### src/rtl/gpu_core_sequencer.sv
// gpu_core_sequencer
//   Multi-cycle fetch/decode/execute sequencer for the shader core. It owns the PC,
//   the fetched instruction and run/halt control. It drives the instruction RAM read
//   port and hands each instruction to the variable-latency execute unit and, for
//   loads/stores, to the load/store unit. While halted, the host owns the RAM ports.
//
//   Optional feature: define GPU_SEQ_BREAKPOINT_EN to add a single PC breakpoint
//   (ports bp_enable, bp_address; halt_cause 3).
//
// Ports
//   clock, reset_n         clock and asynchronous active-low reset
//   run, halt_request      host control levels
//   inst_address/inst_data instruction RAM read port
//   inst, inst_valid       latched instruction for the decoder
//   exec_start/exec_done   execute-unit handshake (+ is_mem, branch_taken, target)
//   mem_req/mem_ack        load/store handshake
//   retire, instret        retirement pulse and counter
//   pc, state, halted      architectural PC, FSM state, host-access grant
//   halt_cause             0=reset 1=request 2=misaligned target 3=breakpoint
module gpu_core_sequencer #(
    parameter int                       ADDRESS_WIDTH = 16,
    parameter logic [ADDRESS_WIDTH-1:0] RESET_PC      = '0,
    parameter int                       MEM_LATENCY   = 1
) (
    input  logic                     clock,
    input  logic                     reset_n,
    input  logic                     run,
    input  logic                     halt_request,
    output logic [ADDRESS_WIDTH-1:0] inst_address,
    input  logic [31:0]              inst_data,
    output logic [31:0]              inst,
    output logic                     inst_valid,
    output logic                     exec_start,
    input  logic                     exec_done,
    input  logic                     exec_is_mem,
    input  logic                     exec_branch_taken,
    input  logic [ADDRESS_WIDTH-1:0] exec_target,
    output logic                     mem_req,
    input  logic                     mem_ack,
    output logic                     retire,
    output logic [ADDRESS_WIDTH-1:0] pc,
    output logic [2:0]               state,
    output logic                     halted,
    output logic [1:0]               halt_cause,
`ifdef GPU_SEQ_BREAKPOINT_EN
    input  logic                     bp_enable,
    input  logic [ADDRESS_WIDTH-1:0] bp_address,
`endif
    output logic [31:0]              instret
);

    localparam int CNT_W = (MEM_LATENCY > 1) ? $clog2(MEM_LATENCY) : 1;

    typedef enum logic [2:0] {
        S_HALTED     = 3'd0,
        S_FETCH_ADDR = 3'd1,
        S_FETCH_WAIT = 3'd2,
        S_DECODE     = 3'd3,
        S_EXECUTE    = 3'd4,
        S_MEMORY     = 3'd5,
        S_STEP       = 3'd6
    } state_t;

    state_t                   state_q, state_d;
    logic [ADDRESS_WIDTH-1:0] pc_q;
    logic [ADDRESS_WIDTH-1:0] inst_address_q;
    logic [31:0]              inst_q;
    logic [31:0]              instret_q;
    logic [1:0]               halt_cause_q;
    logic [CNT_W-1:0]         wait_cnt_q;
    logic                     exec_start_q;
    logic                     mem_req_q;
    logic                     retire_q;
    logic                     taken_q;
    logic [ADDRESS_WIDTH-1:0] target_q;

    logic [ADDRESS_WIDTH-1:0] step_next;
    logic                     step_misaligned;
    logic                     bp_hit;

`ifdef GPU_SEQ_BREAKPOINT_EN
    // Set when leaving HALTED so a resume does not re-trigger on the same
    // breakpoint; consumed by the first STEP afterwards.
    logic                     bp_skip_q;
`endif

    // Next-PC candidate, evaluated continuously but only acted on in STEP.
    always_comb begin
        step_next       = taken_q ? target_q : (pc_q + ADDRESS_WIDTH'(4));
        step_misaligned = (step_next[1:0] != 2'b00);
        bp_hit          = 1'b0;
`ifdef GPU_SEQ_BREAKPOINT_EN
        bp_hit          = bp_enable && !bp_skip_q && (step_next == bp_address);
`endif
    end

    always_ff @(posedge clock or negedge reset_n) begin
        if (!reset_n) state_q <= S_HALTED;
        else          state_q <= state_d;
    end

    always_comb begin
        state_d = state_q;
        case (state_q)
            S_HALTED:     if (run && !halt_request) state_d = S_FETCH_ADDR;
            S_FETCH_ADDR: state_d = S_FETCH_WAIT;
            S_FETCH_WAIT: if (wait_cnt_q == '0) state_d = S_DECODE;
            S_DECODE:     state_d = S_EXECUTE;
            S_EXECUTE:    if (exec_done) state_d = exec_is_mem ? S_MEMORY : S_STEP;
            S_MEMORY:     if (mem_req_q && mem_ack) state_d = S_STEP;
            S_STEP:       state_d = (step_misaligned || bp_hit || halt_request)
                                    ? S_HALTED : S_FETCH_ADDR;
            default:      state_d = S_HALTED;
        endcase
    end

    always_ff @(posedge clock or negedge reset_n) begin
        if (!reset_n) begin
            pc_q           <= RESET_PC;
            inst_address_q <= RESET_PC;
            inst_q         <= '0;
            instret_q      <= '0;
            halt_cause_q   <= 2'd0;
            wait_cnt_q     <= '0;
            exec_start_q   <= 1'b0;
            mem_req_q      <= 1'b0;
            retire_q       <= 1'b0;
            taken_q        <= 1'b0;
            target_q       <= '0;
`ifdef GPU_SEQ_BREAKPOINT_EN
            bp_skip_q      <= 1'b0;
`endif
        end else begin
            // Both pulses are one cycle long: exec_start marks the first EXECUTE
            // cycle, retire the cycle after STEP.
            exec_start_q <= (state_q == S_DECODE);
            retire_q     <= (state_q == S_STEP);
            case (state_q)
                S_HALTED: begin
`ifdef GPU_SEQ_BREAKPOINT_EN
                    if (run && !halt_request) bp_skip_q <= 1'b1;
`endif
                end
                S_FETCH_ADDR: begin
                    inst_address_q <= pc_q;
                    wait_cnt_q     <= CNT_W'(MEM_LATENCY - 1);
                end
                S_FETCH_WAIT: begin
                    if (wait_cnt_q == '0) inst_q     <= inst_data;
                    else                  wait_cnt_q <= wait_cnt_q - CNT_W'(1);
                end
                S_EXECUTE: begin
                    if (exec_done) begin
                        taken_q  <= exec_branch_taken;
                        target_q <= exec_target;
                        if (exec_is_mem) mem_req_q <= 1'b1;
                    end
                end
                S_MEMORY: begin
                    if (mem_ack) mem_req_q <= 1'b0;
                end
                S_STEP: begin
                    instret_q <= instret_q + 32'd1;
`ifdef GPU_SEQ_BREAKPOINT_EN
                    bp_skip_q <= 1'b0;
`endif
                    // A misaligned target keeps the old PC so the host can inspect
                    // the faulting instruction.
                    if (step_misaligned) begin
                        halt_cause_q <= 2'd2;
                    end else begin
                        pc_q <= step_next;
                        if (bp_hit)            halt_cause_q <= 2'd3;
                        else if (halt_request) halt_cause_q <= 2'd1;
                    end
                end
                default: ;
            endcase
        end
    end

    assign inst_address = inst_address_q;
    assign inst         = inst_q;
    assign inst_valid   = (state_q == S_DECODE) || (state_q == S_EXECUTE) ||
                          (state_q == S_MEMORY) || (state_q == S_STEP);
    assign exec_start   = exec_start_q;
    assign mem_req      = mem_req_q;
    assign retire       = retire_q;
    assign pc           = pc_q;
    assign state        = state_q;
    assign halted       = (state_q == S_HALTED);
    assign halt_cause   = halt_cause_q;
    assign instret      = instret_q;

endmodule

### config.mk
export PLATFORM = sky130hd
export DESIGN_NAME = gpu_core_sequencer
export DESIGN_NICKNAME = d
export VERILOG_FILES = /design/src/rtl/gpu_core_sequencer.sv
export SDC_FILE = /design/constraint.sdc
export NUM_CORES = 1
export LEC_CHECK = 0
export CORE_MARGIN = 4
export CORE_UTILIZATION = 47
export DETAILED_ROUTE_END_ITERATION = 8
export GPL_TIMING_DRIVEN = 0
export PLACE_DENSITY = 0.82
export SLEW_MARGIN = 20
export SYNTH_ARGS = -nofsm -noshare
export SYNTH_HDL_FRONTEND = slang
export SYNTH_SLANG_ARGS = --single-unit
### constraint.sdc
create_clock -name clock -period 2.3 [get_ports clock]
set_input_delay 0.46 -clock clock [delete_from_list [all_inputs] [get_ports clock]]
set_output_delay 0.46 -clock clock [all_outputs]
set_load 0.05 [all_outputs]
==> key figures <==
Placed design
  • Placed Instances: just over 700
  • Dpl ws: -0.2074 ns
  • Placed cell areas: between 7000 and 8000 um^2
  • Placer congestion estimate: about 0.79
  • I/O Buffers: approximately 160
  • HPWL Detailed: 9991 um

Floorplan
  • Full die area: ~13000 um^2
  • Die Ht: ~110 um
  • Core Area: 10940 um^2
  • IO Count: approximately 160
  • Die X-Extent: 114.2 um
  • Num rows: 38
  • Initial core utilization: between 40% and 50%

Synthesis
  • Adder-Cell Fraction of Synth Area: 0.4719%
  • Post-synthesis mux area share: around 14%
  • Largest family of logic cells by synthesized area: multiplexers
  • Synth Area in Compound Gates: under 10%
  • Async set-reset flop share out of synthesis: 100.0%
  • Register area share after synthesis: about 57%
  • Synth Area per Inst: about 13 um^2
  • Post-synth EDFFs: 0
  • Yosys reg bits: between 100 and 150
  • Top FF cell, synth: dfrtp_1
  • Synth area leaders: dfrtp_1 57%, mux2_2 14%, xnor2_1 4.3%
  • Post-Syn Area: between 5000 and 6000 um^2
  • Synthesized net count: around 470
  • Simple-Gate Fraction of Synth Area: between 10% and 20%
  • Synth area leader: dfrtp_1
  • Yosys cell types: between 50 and 60
  • Mapped Cells: 410
  • Syn. warnings: 0
  • Synth top area share: 57.10%
  • Synth Area in XOR/XNOR: under 10%

Finish
  • Non-filler cells, final: around 740
  • Share of layout cells above drive strength 1: about 22%
  • Area Growth Syn to Fin: 45.21%
  • Fin nets: ~650
  • Filler cell count: ~800
  • Post-Layout Inst Area: 7700 um^2
  • Fin util: between 70% and 80%
  • Diode count: 0

Worst setup path
  • Worst Reg-to-Reg Cells: 5
  • Path length in cells of the critical path: 1
  • Slowest CP cell: clkdlybuf4s50_1
  • R2R Path End: inst_address[14]$_DFFE_PN0P_
  • Reg-to-Reg Start: state[0]$_DFFE_PN0P_
  • CP max stage delay: roughly 0.87 ns
  • Setup crit start: pc[2]$_DFFE_PN0P_
  • CP startpoint kind: register
  • Worst path bufs/invs: 1
  • R2R setup slack: 0.30 ns
  • Critical path class: register to primary output
  • Crit path max-delay family: buffers and inverters
  • Worst Setup EP: pc[2]
  • Crit. End Element: primary output
  • CP Max Fanout: 8
  • Cells along the critical path: clkdlybuf4s50_1
  • Crit path DAT: about 1.8 ns
  • Required time worst endpoint: ~1.8 ns

GRT
  • Initial antenna violation count: 0
  • First-pass GRT wire length: roughly 22000 um
  • Total grt overflow: 0
  • Vias in the first global route: 4397
  • Largest net degree at the start of global routing: a little under 70
  • GRT Resource Usage Total: 21.59%

CTS
  • Reg clk slew, reported paths: ~0.05 ns
  • Hold buffers post-CTS: 0
  • Clock Latency Late Sink: 0.41 ns
  • CTS buffer count: 17
  • Clk sinks: between 100 and 150
  • Clk root buf: clkbuf_16
  • H-tree depth: 4
  • CTS max path bufs: 2
  • CTS tree: built

Flow run
  • Max Cap Violations: 0

Status
  • Status: finished, final reports clean

Timing
  • Minimum clock period: between 2 and 2.5 ns
  • Tightest Pin Transition: 0.6797 ns
  • Clock Skew: 0.009233 ns
  • Hold Vio Cnt, Final: 0
  • Max Fclk: between 400 and 500 MHz
  • Setup-failing EPs final: 0
  • RSZ-0062 raised after global routing: false
  • Crit share post-route: between 90 and 100%
  • Slew Limit Fails: 0
  • Final setup margin: ~0.063 ns
  • Headroom to the max-slew limit: between 50% and 60%
  • Fin Hold WS: between 0.04 and 0.05 ns

Route
  • Detail Route Antenna Nets: 0
  • Via Count: 4051
  • Residual DRC: 0
  • Via-per-instance ratio: ~5.5
  • Post-Route WL: between 10000 and 15000 um
  • DR WL/cell: 18.06 um
  • First-pass DRT Iterations: 4
  • 1st-iter DRT viols: 244

Pwr
  • LEAKAGE: 3.318 nW
  • Worst ir drop on vdd: approximately 1100 uV
  • Pwr Density: between 1000 and 1500 nW/um^2

Worst hold path
  • Hold Path Class: input pin to asynchronous set/reset pin
through the flow:
stage,setup TNS (ns),total power [W]
floorplan,0,0.006515
global placement,-449.03,0.008058
detailed placement,-0.2074,0.008206
CTS,0,0.01070
global route,0,0.01110
finish,0,0.01060
worst min path at each step:
| stage | end | startpoint | cells past startpoint | slack [ns] |
|---|---|---|---|---|
| 3_3_place_gp | instret[31]$_DFFE_PN0P_ | instret[31]$_DFFE_PN0P_ | 1 | 0.46 |
| 6_report | pc[12]$_DFFE_PN0P_ | reset_n | 1 | 0.05 |
| 4_1_cts | target_q[14]$_DFFE_PN0P_ | reset_n | 1 | 0.07 |
| 5_1_grt | target_q[9]$_DFFE_PN0P_ | reset_n | 1 | 0.1 |
| 2_1_floorplan | exec_start$_DFF_PN0_ | reset_n | 0 | 0.16 |
| 3_5_place_dp | instret[31]$_DFFE_PN0P_ | instret[31]$_DFFE_PN0P_ | 1 | 0.47 |
repair_timing:
action	CTS	global route
gates resized for setup	10	2
setup buffers	0	2
setup endpoints to repair	2	3
pin swaps	1	1
metal layers:
| metal | GRT usage [%] | vias up | routed length (um) |
|---|---|---|---|
| met3 | 6.765 | 29 | 930 |
| met4 | 9.739 | 0 | 369 |
| met1 | 25.20 | 1991 | 5210 |
| met5 | 0 | - | 0 |
| met2 | 36.49 | 153 | 6892 |
| li1 | - | 1878 | - |
synth_stat cells, types with 3 or more instances:
library cell and number:
dfrtp_1 121, mux2_2 64, xnor2_1 26, nand2_1 22, nand3_1 15, nand4_1 14
a21oi_1 13, nor2_1 11, o22ai_1 10, o21ai_0 8, and2_1 7, and3_1 7
buf_2 7, nor3_1 7, buf_4 6, a311oi_1 5, and4_1 5, xor2_1 5
inv_1 4, a31oi_1 3, clkbuf_1 3, nor4_1 3, nor4_4 3
area by class of cell:
type | instances | area [um^2] | area share, %
Multi-Input combinational cell | 267 | 2167 | 28.14
Timing Repair Buffer | 164 | 1657 | 21.51
Buffer | 17 | 105.1 | 1.365
Sequential cell | 121 | 3028 | 39.32
Clock inverter | 2 | 10.01 | 0.1300
Tap cell | 140 | 175.2 | 2.275
Clock buffer | 26 | 539.3 | 7.004
Inverter | 5 | 18.77 | 0.2437
placed cells by master (no fill, tap or decap), types with 8 or more instances in the layout:
cell type,netlist,final
clkdlybuf4s50_1,0,156
dfrtp_1,121,121
mux2_2,64,64
xnor2_1,26,26
nand2_1,22,22
clkbuf_16,0,17
nand3_1,15,15
nand4_1,14,14
a21oi_1,13,13
nor2_1,11,11
buf_4,6,10
o22ai_1,10,10
o21ai_0,8,8
clkbuf_8,0,8
report_power, final:
part           switching, W  total (W)  internal (W)  leakage [nW]
registers          0.000484    0.00329       0.00280          1.56
clock network      0.000863    0.00244       0.00158         0.276
logic               0.00300    0.00487       0.00187          1.49
total               0.00435     0.0106       0.00625          3.32
sequential cells by signal, indices dropped and copies added (netlist names):
name	cells
mem_req	1
taken_q	1
state	3
inst_address	16
instret	32
retire	1
pc	16
halt_cause	2
inst	32
target_q	16
exec_start	1
cell families (layout without fill, tap and decap cells):
group	count (synthesis)	after routing
adders and majority gates	2	2
AOI/OAI and AO/OA	58	58
muxes	66	66
DFF	121	121
and+or+nand+nor	110	110
xor gates and xnor gates	31	31
buffers and inverters	22	214
No activity file was read; power rests on OpenSTA's default activity.
